--- src/rtl/io_bridge_pkg.sv ---
`default_nettype none
// ============================================================================
//  Module  : io_bridge_pkg
//  Purpose : Shared address map, source-select encoding and decode helper
//            for the CPU I/O bridge.
//  Rev     : 1.0  initial release
// ============================================================================
package io_bridge_pkg;

    // I/O register offsets, compared against cpu_a[17:0]
    localparam logic [17:0] IO_BASE   = 18'h3_0000;
    localparam logic [17:0] IO_CLK    = 18'h3_0004;
    // First byte address above the RAM window
    localparam logic [31:0] RAM_LIMIT = 32'h0002_0000;
    // Value of cpu_a[17:16] selecting the I/O window
    localparam logic [1:0]  IO_SPACE  = 2'b11;

    // Source of the registered read data returned on cpu_din
    typedef enum logic [1:0] {
        SEL_ZERO = 2'd0,
        SEL_RAM  = 2'd1,
        SEL_IO   = 2'd2
    } src_sel_e;

    typedef struct packed {
        logic is_ram;
        logic is_io;
    } decode_t;

    // I/O wins on [17:16]==11 regardless of upper bits; RAM needs a full
    // 32-bit compare so aliases above 128 KiB fall into the unmapped hole.
    function automatic decode_t decode_addr(input logic [31:0] a);
        decode_t d;
        d.is_io  = (a[17:16] == IO_SPACE);
        d.is_ram = !d.is_io && (a < RAM_LIMIT);
        return d;
    endfunction

endpackage
`default_nettype wire

--- src/rtl/io_tx_fifo.sv ---
`default_nettype none
// ============================================================================
//  Module  : io_tx_fifo
//  Purpose : Power-of-two byte FIFO feeding the UART transmitter. A push
//            while full is ignored unless a pop happens in the same cycle.
//  Rev     : 1.0  initial release
// ============================================================================
module io_tx_fifo #(
    parameter int unsigned DEPTH = 8
) (
    input  logic                     clk_in,
    input  logic                     rst_in,
    input  logic                     push_i,
    input  logic [7:0]               data_i,
    input  logic                     pop_i,
    output logic [7:0]               data_o,
    output logic                     full_o,
    output logic                     empty_o,
    output logic [$clog2(DEPTH):0]   count_o
);

    localparam int unsigned AW = $clog2(DEPTH);
    localparam int unsigned CW = AW + 1;
    localparam logic [CW-1:0] FULL_CNT = CW'(DEPTH);

    logic [7:0]    mem_q [DEPTH];
    logic [AW-1:0] wr_ptr_q, wr_ptr_d;
    logic [AW-1:0] rd_ptr_q, rd_ptr_d;
    logic [CW-1:0] count_q, count_d;

    logic w_do_push;
    logic w_do_pop;

    assign full_o    = (count_q == FULL_CNT);
    assign empty_o   = (count_q == '0);
    assign count_o   = count_q;
    assign data_o    = mem_q[rd_ptr_q];

    assign w_do_pop  = pop_i & ~empty_o;
    assign w_do_push = push_i & (~full_o | w_do_pop);

    // Pointer and occupancy next-state; pointers wrap naturally at DEPTH
    always_comb begin
        wr_ptr_d = wr_ptr_q;
        rd_ptr_d = rd_ptr_q;
        count_d  = count_q;
        if (w_do_push) wr_ptr_d = wr_ptr_q + AW'(1);
        if (w_do_pop)  rd_ptr_d = rd_ptr_q + AW'(1);
        case ({w_do_push, w_do_pop})
            2'b10:   count_d = count_q + CW'(1);
            2'b01:   count_d = count_q - CW'(1);
            default: count_d = count_q;
        endcase
    end

    // Pointer and occupancy registers
    always_ff @(posedge clk_in or posedge rst_in) begin
        if (rst_in) begin
            wr_ptr_q <= '0;
            rd_ptr_q <= '0;
            count_q  <= '0;
        end else begin
            wr_ptr_q <= wr_ptr_d;
            rd_ptr_q <= rd_ptr_d;
            count_q  <= count_d;
        end
    end

    // Byte storage; contents are meaningless while empty so no reset
    always_ff @(posedge clk_in) begin
        if (w_do_push) mem_q[wr_ptr_q] <= data_i;
    end

endmodule
`default_nettype wire

--- src/rtl/io_bridge.sv ---
`default_nettype none
// ============================================================================
//  Module  : io_bridge
//  Purpose : CPU bus bridge splitting accesses between synchronous RAM, a
//            small I/O register window (UART TX/RX, cycle counter, finish
//            flag) and an unmapped hole that reads as zero.
//  Rev     : 1.0  initial release
// ============================================================================
module io_bridge
    import io_bridge_pkg::*;
#(
    parameter int unsigned TX_DEPTH    = 8,
    parameter int unsigned FULL_MARGIN = 2
) (
    input  logic        clk_in,
    input  logic        rst_in,
    input  logic        rdy_in,
    input  logic [31:0] cpu_a,
    input  logic [7:0]  cpu_dout,
    input  logic        cpu_wr,
    output logic [7:0]  cpu_din,
    output logic        io_buffer_full,
    output logic [16:0] ram_a,
    output logic [7:0]  ram_dout,
    output logic        ram_we,
    input  logic [7:0]  ram_din,
    output logic [7:0]  uart_tx_data,
    output logic        uart_tx_valid,
    input  logic        uart_tx_ready,
    input  logic [7:0]  uart_rx_data,
    input  logic        uart_rx_valid,
    output logic        uart_rx_pop,
    output logic        program_finish,
    output logic        tx_overflow
);

    localparam int unsigned CNT_W = $clog2(TX_DEPTH) + 1;

    // ------------------------------------------------------------------
    // Address decode
    // ------------------------------------------------------------------
    decode_t     w_dec;
    logic [17:0] w_off;
    logic        w_io_wr;
    logic        w_io_rd;

    assign w_dec   = decode_addr(cpu_a);
    assign w_off   = cpu_a[17:0];
    assign w_io_wr = rdy_in &  cpu_wr & w_dec.is_io;
    assign w_io_rd = rdy_in & ~cpu_wr & w_dec.is_io;

    // RAM port is a straight pass-through; only the strobe is qualified
    assign ram_a    = cpu_a[16:0];
    assign ram_dout = cpu_dout;
    assign ram_we   = cpu_wr & w_dec.is_ram & rdy_in;

    // ------------------------------------------------------------------
    // UART TX path
    // ------------------------------------------------------------------
    logic             w_wr_tx;
    logic             w_wr_clk;
    logic             w_push;
    logic [7:0]       w_push_data;
    logic             w_pop;
    logic             w_drop;
    logic             w_fifo_full;
    logic             w_fifo_empty;
    logic [CNT_W-1:0] w_count;

    // A zero byte to the TX port is treated as "no data"; the finish port
    // always emits a single 0x00 as an end-of-stream marker.
    assign w_wr_tx     = w_io_wr & (w_off == IO_BASE) & (cpu_dout != 8'h00);
    assign w_wr_clk    = w_io_wr & (w_off == IO_CLK);
    assign w_push      = w_wr_tx | w_wr_clk;
    assign w_push_data = w_wr_clk ? 8'h00 : cpu_dout;
    assign w_pop       = rdy_in & uart_tx_valid & uart_tx_ready;
    assign w_drop      = w_push & w_fifo_full & ~w_pop;

    io_tx_fifo #(
        .DEPTH   (TX_DEPTH)
    ) u_tx_fifo (
        .clk_in  (clk_in),
        .rst_in  (rst_in),
        .push_i  (w_push),
        .data_i  (w_push_data),
        .pop_i   (w_pop),
        .data_o  (uart_tx_data),
        .full_o  (w_fifo_full),
        .empty_o (w_fifo_empty),
        .count_o (w_count)
    );

    assign uart_tx_valid  = ~w_fifo_empty;
    assign io_buffer_full = (TX_DEPTH - 32'(w_count)) <= FULL_MARGIN;

    // ------------------------------------------------------------------
    // Cycle counter and read path
    // ------------------------------------------------------------------
    logic [31:0] cycle_q;
    logic [31:0] snap_q,      snap_d;
    logic [7:0]  io_rdata_q,  io_rdata_d;
    src_sel_e    sel_q,       sel_d;
    logic        rx_pop_q,    rx_pop_d;

    // Free-running counter, deliberately not gated by rdy_in
    always_ff @(posedge clk_in or posedge rst_in) begin
        if (rst_in) cycle_q <= '0;
        else        cycle_q <= cycle_q + 32'd1;
    end

    // Read-source select, I/O read data and side effects of I/O reads
    always_comb begin
        sel_d      = sel_q;
        io_rdata_d = io_rdata_q;
        snap_d     = snap_q;
        rx_pop_d   = 1'b0;
        if (rdy_in) begin
            io_rdata_d = 8'h00;
            if (w_dec.is_ram)      sel_d = SEL_RAM;
            else if (w_dec.is_io)  sel_d = SEL_IO;
            else                   sel_d = SEL_ZERO;
            if (w_io_rd) begin
                case (w_off)
                    IO_BASE: begin
                        io_rdata_d = uart_rx_valid ? uart_rx_data : 8'h00;
                        rx_pop_d   = uart_rx_valid;
                    end
                    // Byte 0 comes live from the counter so the snapshot
                    // and the returned byte describe the same cycle.
                    IO_CLK: begin
                        snap_d     = cycle_q;
                        io_rdata_d = cycle_q[7:0];
                    end
                    IO_CLK + 18'd1: io_rdata_d = snap_q[15:8];
                    IO_CLK + 18'd2: io_rdata_d = snap_q[23:16];
                    IO_CLK + 18'd3: io_rdata_d = snap_q[31:24];
                    default:        io_rdata_d = 8'h00;
                endcase
            end
        end
    end

    // Read-path registers
    always_ff @(posedge clk_in or posedge rst_in) begin
        if (rst_in) begin
            sel_q      <= SEL_ZERO;
            io_rdata_q <= 8'h00;
            snap_q     <= '0;
            rx_pop_q   <= 1'b0;
        end else begin
            sel_q      <= sel_d;
            io_rdata_q <= io_rdata_d;
            snap_q     <= snap_d;
            rx_pop_q   <= rx_pop_d;
        end
    end

    assign uart_rx_pop = rx_pop_q;

    // Return data mux: RAM data arrives from the RAM one cycle after the
    // address, matching the registered I/O data
    always_comb begin
        cpu_din = 8'h00;
        case (sel_q)
            SEL_RAM: cpu_din = ram_din;
            SEL_IO:  cpu_din = io_rdata_q;
            default: cpu_din = 8'h00;
        endcase
    end

    // ------------------------------------------------------------------
    // Sticky status flags
    // ------------------------------------------------------------------
    logic finish_q, finish_d;
    logic ovf_q,    ovf_d;

    // Flags only ever set; cleared by reset
    always_comb begin
        finish_d = finish_q | w_wr_clk;
        ovf_d    = ovf_q    | w_drop;
    end

    // Flag registers
    always_ff @(posedge clk_in or posedge rst_in) begin
        if (rst_in) begin
            finish_q <= 1'b0;
            ovf_q    <= 1'b0;
        end else begin
            finish_q <= finish_d;
            ovf_q    <= ovf_d;
        end
    end

    assign program_finish = finish_q;
    assign tx_overflow    = ovf_q;

endmodule
`default_nettype wire

--- config.mk ---
export PLATFORM = sky130hd
export DESIGN_NAME = io_bridge
export DESIGN_NICKNAME = d
export VERILOG_FILES = /design/src/rtl/io_bridge_pkg.sv /design/src/rtl/io_tx_fifo.sv /design/src/rtl/io_bridge.sv
export SDC_FILE = /design/constraint.sdc
export NUM_CORES = 1
export LEC_CHECK = 0
export CORE_ASPECT_RATIO = 0.8
export CORE_MARGIN = 1.5
export CORE_UTILIZATION = 45
export DETAILED_ROUTE_END_ITERATION = 8
export PLACE_DENSITY = 0.74
export REMOVE_ABC_BUFFERS = 1
export SLEW_MARGIN = 20
export SYNTH_ARGS = -nofsm -noshare
export SYNTH_HDL_FRONTEND = slang
export SYNTH_SLANG_ARGS = --single-unit
--- constraint.sdc ---
create_clock -name clk_in -period 2.5 [get_ports clk_in]
set_input_delay 0.25 -clock clk_in [delete_from_list [all_inputs] [get_ports clk_in]]
set_output_delay 0.25 -clock clk_in [all_outputs]
set_load 0.05 [all_outputs]
==> flow_summary.toml, run 1 <==
[timing]
drv_slew = 0
rsz0062_at_grt = "yes"
slew_headroom = 0.574
worstMarginPinSlew_ns = 0.638
period_share = 0.967
finalSetupViolCount = 0
fmax_ghz = 0.414
skew_ns = 0.00811
finalWorstSetupSlack_ns = 0.0829
hold_viol = 0
whs_ns = 0.195
fin_crit_ns = 2.42

[routing]
vias = 4523
drt_iter0_markers = 399
wire_per_inst_um = 18.7
vias_per_cell = 5.48
first_pass_iters = 4
drtAntennaViolNets = 0
wirelength_mm = 15.4
drc = 0

[grt]
globalRouteTotalUtil = 0.206
grt_max_degree = 34
antenna_found_initial = 0
grt_pass1_wl_mm = 24.7
grt_pass1_vias = 4664
grt-ovfl-total = 0

[synthesis]
synthArstFlopShare = 0.552
synth.avg_cell_area_um2 = 13.5
netlist_area_um2 = 6800
ys.warnings.count = 0
synth-edff-count = 64
yosysUniqueCellTypes = 52
seq_area_frac_synth = 0.573
syn_inst = 502
ys_seq_elements = 143
synth_ff_type = "dfrtp_1"

[final_layout]
drive_above_1_share = 0.261
n_antenna_cell = 0
final_cell_mix = "85 x clkdlybuf4s50_1, 78 x dfrtp_1, 64 x edfxtp_1, 54 x buf_4, 33 x mux2_2"
final_common_cell = "clkdlybuf4s50_1"
area_growth_pct = 29.4
fillers = 1103
num-nets-final = 700

[power_and_ir_drop]
comb_power_share = 0.277
seqPwrFrac = 0.372
power.internal_uw = 5010
pwr-share-clk = 0.351
switching_share = 0.303
power_density_nw_per_um2 = 816
ir_drop_mv = 0.545
p_sw_uw = 2180
leakagePower_uw = 0.00360

[outcome]
status = "completed"

[setup_path]
r2r_start = "u_tx_fifo.count_o[1]"
arrival_ns = 2.69
cpMaxStageDelayCell = "clkdlybuf4s50_1"
worst_setup_path_end_kind = "flop"
crit_start = "cpu_a[3]"
crit_buf_inv = 2
worst-path-max-fanout = 3
cp_top_family = "simple AND/OR/NAND/NOR gates"
cp_cell_sequence = "clkdlybuf4s50_1 > nor4_2 > and4_1 > nand3_1 > nand2_2 > inv_1 > ha_1 > a21o_1 > a21oi_2 > nand4b_1 > o21bai_1 > o211ai_1"
startpoint_type = "input pin"
path_class = "input pin to flop"
slowest_delay_ns = 0.44
crit_required_ns = 2.77

[place]
io_buffers = 108
gp_congestion = 0.870
dp_hpwl_mm = 11.2
preCtsSetupSlack_ns = -0.402

[floorplanning]
row_count = 39
dieArea_um2 = 15900
die_h_um = 113
boundaryPins = 109
coreArea_um2 = 14500
die_x_um = 140
initial_core_util = 0.468

[clock_network]
cts.sinks = 143
worstSkewPairLatency_ns = 0.42
clockBufferDepth = 2
clk_pin_slew_worst_paths_ns = 0.06
holdBufCountCts = 0
cts_tree = "built"
h-tree-depth = 4
clock-root-buffer = "clkbuf_16"
cts_made_buffers = 17

[run]
drv_cap = 0

[worst_hold_path]
worstHoldStart = "cpu_a[17]"
hold_path.class = "input pin to flop"
cell type report:
| cell class | instances | area (um2) | area share |
|---|---|---|---|
| Multi-Input combinational cell | 294 | 2590 | 0.294 |
| Tap cell | 184 | 230 | 0.0262 |
| Clock inverter | 14 | 165 | 0.0188 |
| Clock buffer | 18 | 429 | 0.0488 |
| Inverter | 20 | 76.3 | 0.00867 |
| Timing Repair Buffer | 152 | 1410 | 0.160 |
| Sequential cell | 143 | 3900 | 0.443 |
stage by stage:
stage	util	total power [uW]	setup TNS, ns	area (um2)	cells
floorplan	-	3880	-0.260	6500	457
global placement	0.560	4600	-0.453	8150	793
detailed placement	0.560	4640	-0.918	8150	793
CTS	0.602	7190	0	8750	825
global route	0.605	7500	-0.112	8800	825
finish	0.605	7180	0	8800	825
cell families after synthesis:
kind of cell	share of synthesized area
XOR/XNOR	0.0477
adder cells (fa/ha/maj)	0.0195
buffers and inverters	0.0550
AND/OR/NAND/NOR	0.122
AO/OA/AOI/OAI	0.0418
multiplexers	0.141
flip-flops	0.573
worst min-delay path, delay by kind of cell:
| family | cells | cell delay (ns) |
|---|---|---|
| AO/OA/AOI/OAI | 1 | 0.08 |
| buffers and inverters | 1 | 0.16 |
| AND/OR/NAND/NOR | 1 | 0.09 |
repair_timing:
action,in CTS,in global routing
buffers inserted,0,0
gates resized for setup,12,14
pin swaps,0,4
setup endpoints to repair,10,11
hold endpoints to repair,0,0
Yosys cell counts (all sizes together) (9+ instances only):
master	number	area, um2
nand2	16	62.6
edfxtp	64	1920
nand3	28	145
mux4	24	541
ha	9	113
and2	10	62.6
o21ai	11	55.1
buf	38	273
nor2b	10	62.6
inv	20	75.1
a21oi	11	55.1
mux2	35	398
nor2	28	105
dfrtp	79	1980
xnor2	29	254
power groups by stage:
stage	Clock, uW	Sequential, uW	Combinational, uW
after global routing	2680	2680	2140
after global placement	0	2700	1900
after detailed placement	0	2700	1940
final	2520	2670	1990
after CTS	2560	2660	1970
after floorplan	0	2720	1150
routing by layer:
metal  routed length, um  share of wire  GRT usage
met1                6840           0.44      0.281
met2                7400           0.48      0.325
met3                 975          0.063     0.0499
met4                 227          0.015     0.0730
met5                   0              0          0
sequential cells by signal, indices dropped and copies added, names as in the netlist:
name                count
tx_overflow             1
u_tx_fifo.count_o       4
snap_q                 24
io_rdata_q              8
uart_rx_pop             1
program_finish          1
u_tx_fifo.wr_ptr_q      3
u_tx_fifo.mem_q        64
u_tx_fifo.rd_ptr_q      3
sel_q                   2
cycle_q                32
worst paths after layout:
path | endpoint | slack (ns) | cells after the start
max | u_tx_fifo.count_o[3] | 0.08 | 12
max in group asynchronous | snap_q[14] | 1.59 | 3
min reg2reg | cycle_q[31] | 0.47 | 1
min | sel_q[1] | 0.19 | 3
min in group asynchronous | cycle_q[19] | 0.22 | 2
max reg2reg | u_tx_fifo.count_o[3] | 0.14 | 13
(Power assumes the default switching activity.)
==> inputs of run 2 (changes only) <==
CORE_UTILIZATION = 49   (was 45)
PLACE_DENSITY = 0.79   (was 0.74)
==> run 2 against run 1 <==
Compared with the run above:
- worst hold slack worse by 0.090 ns
- critical path depth unchanged
- clock skew down 0.0016 ns
- combinational power grew 9%
- critical endpoint is now u_tx_fifo.count_o[1]
==> flow_summary.toml, run 2 (synthesized netlist as in run 1, its figures left out) <==
[outcome]
status = "completed"

[setup_path]
cp_cell_sequence = "inv_2 > ha_4 > nor2b_4 > nor2b_4 > nor2_4 > nand2_2 > buf_6 > fa_1 > nand3b_1 > a31oi_2 > a2111oi_2 > nand3_1"
cp_common_cell = "nor2b_4"
worst_setup_path_end_kind = "flop"
cpMaxStageDelayCell = "fa_1"
crit_buf_inv = 2
cp_top_family = "simple AND/OR/NAND/NOR gates"
crit_required_ns = 2.78
rrSetupSlack_ns = 0.07
startpoint_type = "flop"
arrival_ns = 2.71
worst-path-max-fanout = 3
slowest_delay_ns = 0.51
path_class = "flop to flop"

[floorplanning]
row_count = 38
boundaryPins = 109
coreArea_um2 = 13600
die_h_um = 108
initial_core_util = 0.502
die_x_um = 135
dieArea_um2 = 14600

[timing]
slew_headroom = 0.634
fmax_ghz = 0.412
fin_crit_ns = 2.43
period_share = 0.971
finalSetupViolCount = 0
hold_viol = 0
rsz0062_at_grt = "yes"
worstMarginPinSlew_ns = 0.550
skew_ns = 0.00647
drv_slew = 0
finalWorstSetupSlack_ns = 0.0717

[final_layout]
finish.instance_area_um2 = 8960
final_common_cell = "clkdlybuf4s50_1"
instances_no_fill = 826
regMostFlops = "u_tx_fifo.mem_q"
drive_above_1_share = 0.268
n_antenna_cell = 0
largest_registers = "u_tx_fifo.mem_q (64), cycle_q (32), snap_q (24)"
final_cell_mix = "87 x clkdlybuf4s50_1, 78 x dfrtp_1, 64 x edfxtp_1, 59 x buf_4, 33 x mux2_2"
area_growth_pct = 31.8
largest_register_ffs = 64
num-nets-final = 706

[power_and_ir_drop]
ir_drop_mv = 0.616
leakagePower_uw = 0.00374
power_density_nw_per_um2 = 860

[grt]
grt_max_degree = 69
grt-ovfl-total = 0
globalRouteTotalUtil = 0.238
antenna_found_initial = 0
grt_pass1_vias = 4743
grt_pass1_wl_mm = 25.6

[routing]
first_pass_iters = 5
vias = 4629
drc = 0
met1_length_mm = 7.47
dr.max_layer_used = "met4"
wirelength_mm = 16.9
drt_iter0_markers = 392
vias_per_cell = 5.60
met3WireLength_um = 921
wire_per_inst_um = 20.4
drtAntennaViolNets = 0
met2_wirelength_mm = 8.19

[clock_network]
h-tree-depth = 4
cts_tree = "built"
worstSkewPairLatency_ns = 0.42
clockBufferDepth = 2
cts.sinks = 143
cts_made_buffers = 17
clock-root-buffer = "clkbuf_16"
clk_pin_slew_worst_paths_ns = 0.06

[place]
io_buffers = 108
postPlaceCellArea_um2 = 8160
preCtsSetupSlack_ns = -0.464
gp_congestion = 0.854
dp_hpwl_mm = 11.6
dp.cells = 791

[worst_hold_path]
hold_path.class = "input pin to async pin"

[run]
drv_cap = 0
## run 2: path summary, 6_finish.rpt
| path | from | endpoint | cells past startpoint |
|---|---|---|---|
| worst min register to register | cycle_q[31] | cycle_q[31] | 1 |
| min in group clk_in | uart_rx_data[0] | io_rdata_q[0] | 3 |
| worst min-delay path | rst_in | u_tx_fifo.wr_ptr_q[0] | 2 |
| worst max register to register | u_tx_fifo.count_o[1] | u_tx_fifo.count_o[1] | 12 |
| max in group asynchronous | rst_in | uart_rx_pop | 3 |
| worst max-delay path | u_tx_fifo.count_o[1] | u_tx_fifo.count_o[1] | 12 |
## run 2: metrics by stage
stage | setup TNS, ns | power (uW) | util | hold slack (ns)
global route | -0.0483 | 7960 | 0.661 | 0.138
finish | 0 | 7710 | 0.661 | 0.105
detailed placement | -7.91 | 4680 | 0.602 | 0.462
CTS | -0.00823 | 7610 | 0.653 | 0.101
floorplan | -0.260 | 3880 | - | 0.357
global placement | -5.60 | 4640 | 0.602 | 0.459
## run 2: area by class of cell
type                            instances  area (um2)
Fill cell                             923        4590
Clock inverter                         13         243
Tap cell                              180         225
Timing Repair Buffer                  158        1480
Sequential cell                       143        3900
Clock buffer                           18         429
Inverter                               20        75.1
Multi-Input combinational cell        294        2610
## run 2: timing repair
action / in CTS / in global routing
gates cloned: 0 / 0
setup endpoints to repair: 4 / 11
buffers inserted: 1 / 3
hold buffers: 0 / 0
hold endpoints to repair: 0 / 0
gates resized for setup: 6 / 23
pin swaps: 5 / 7
## run 2: power by group
part	switching, uW	internal (uW)	leakage [uW]
Sequential	143	2520	0.00165
Combinational	1150	1010	0.00177
Clock	940	1950	0.000321
## run 2: routing by layer
metal	up-vias	GRT usage
met5	-	0
met4	0	0.0991
met3	22	0.0502
met2	168	0.374
met1	2348	0.324
li1	2091	-
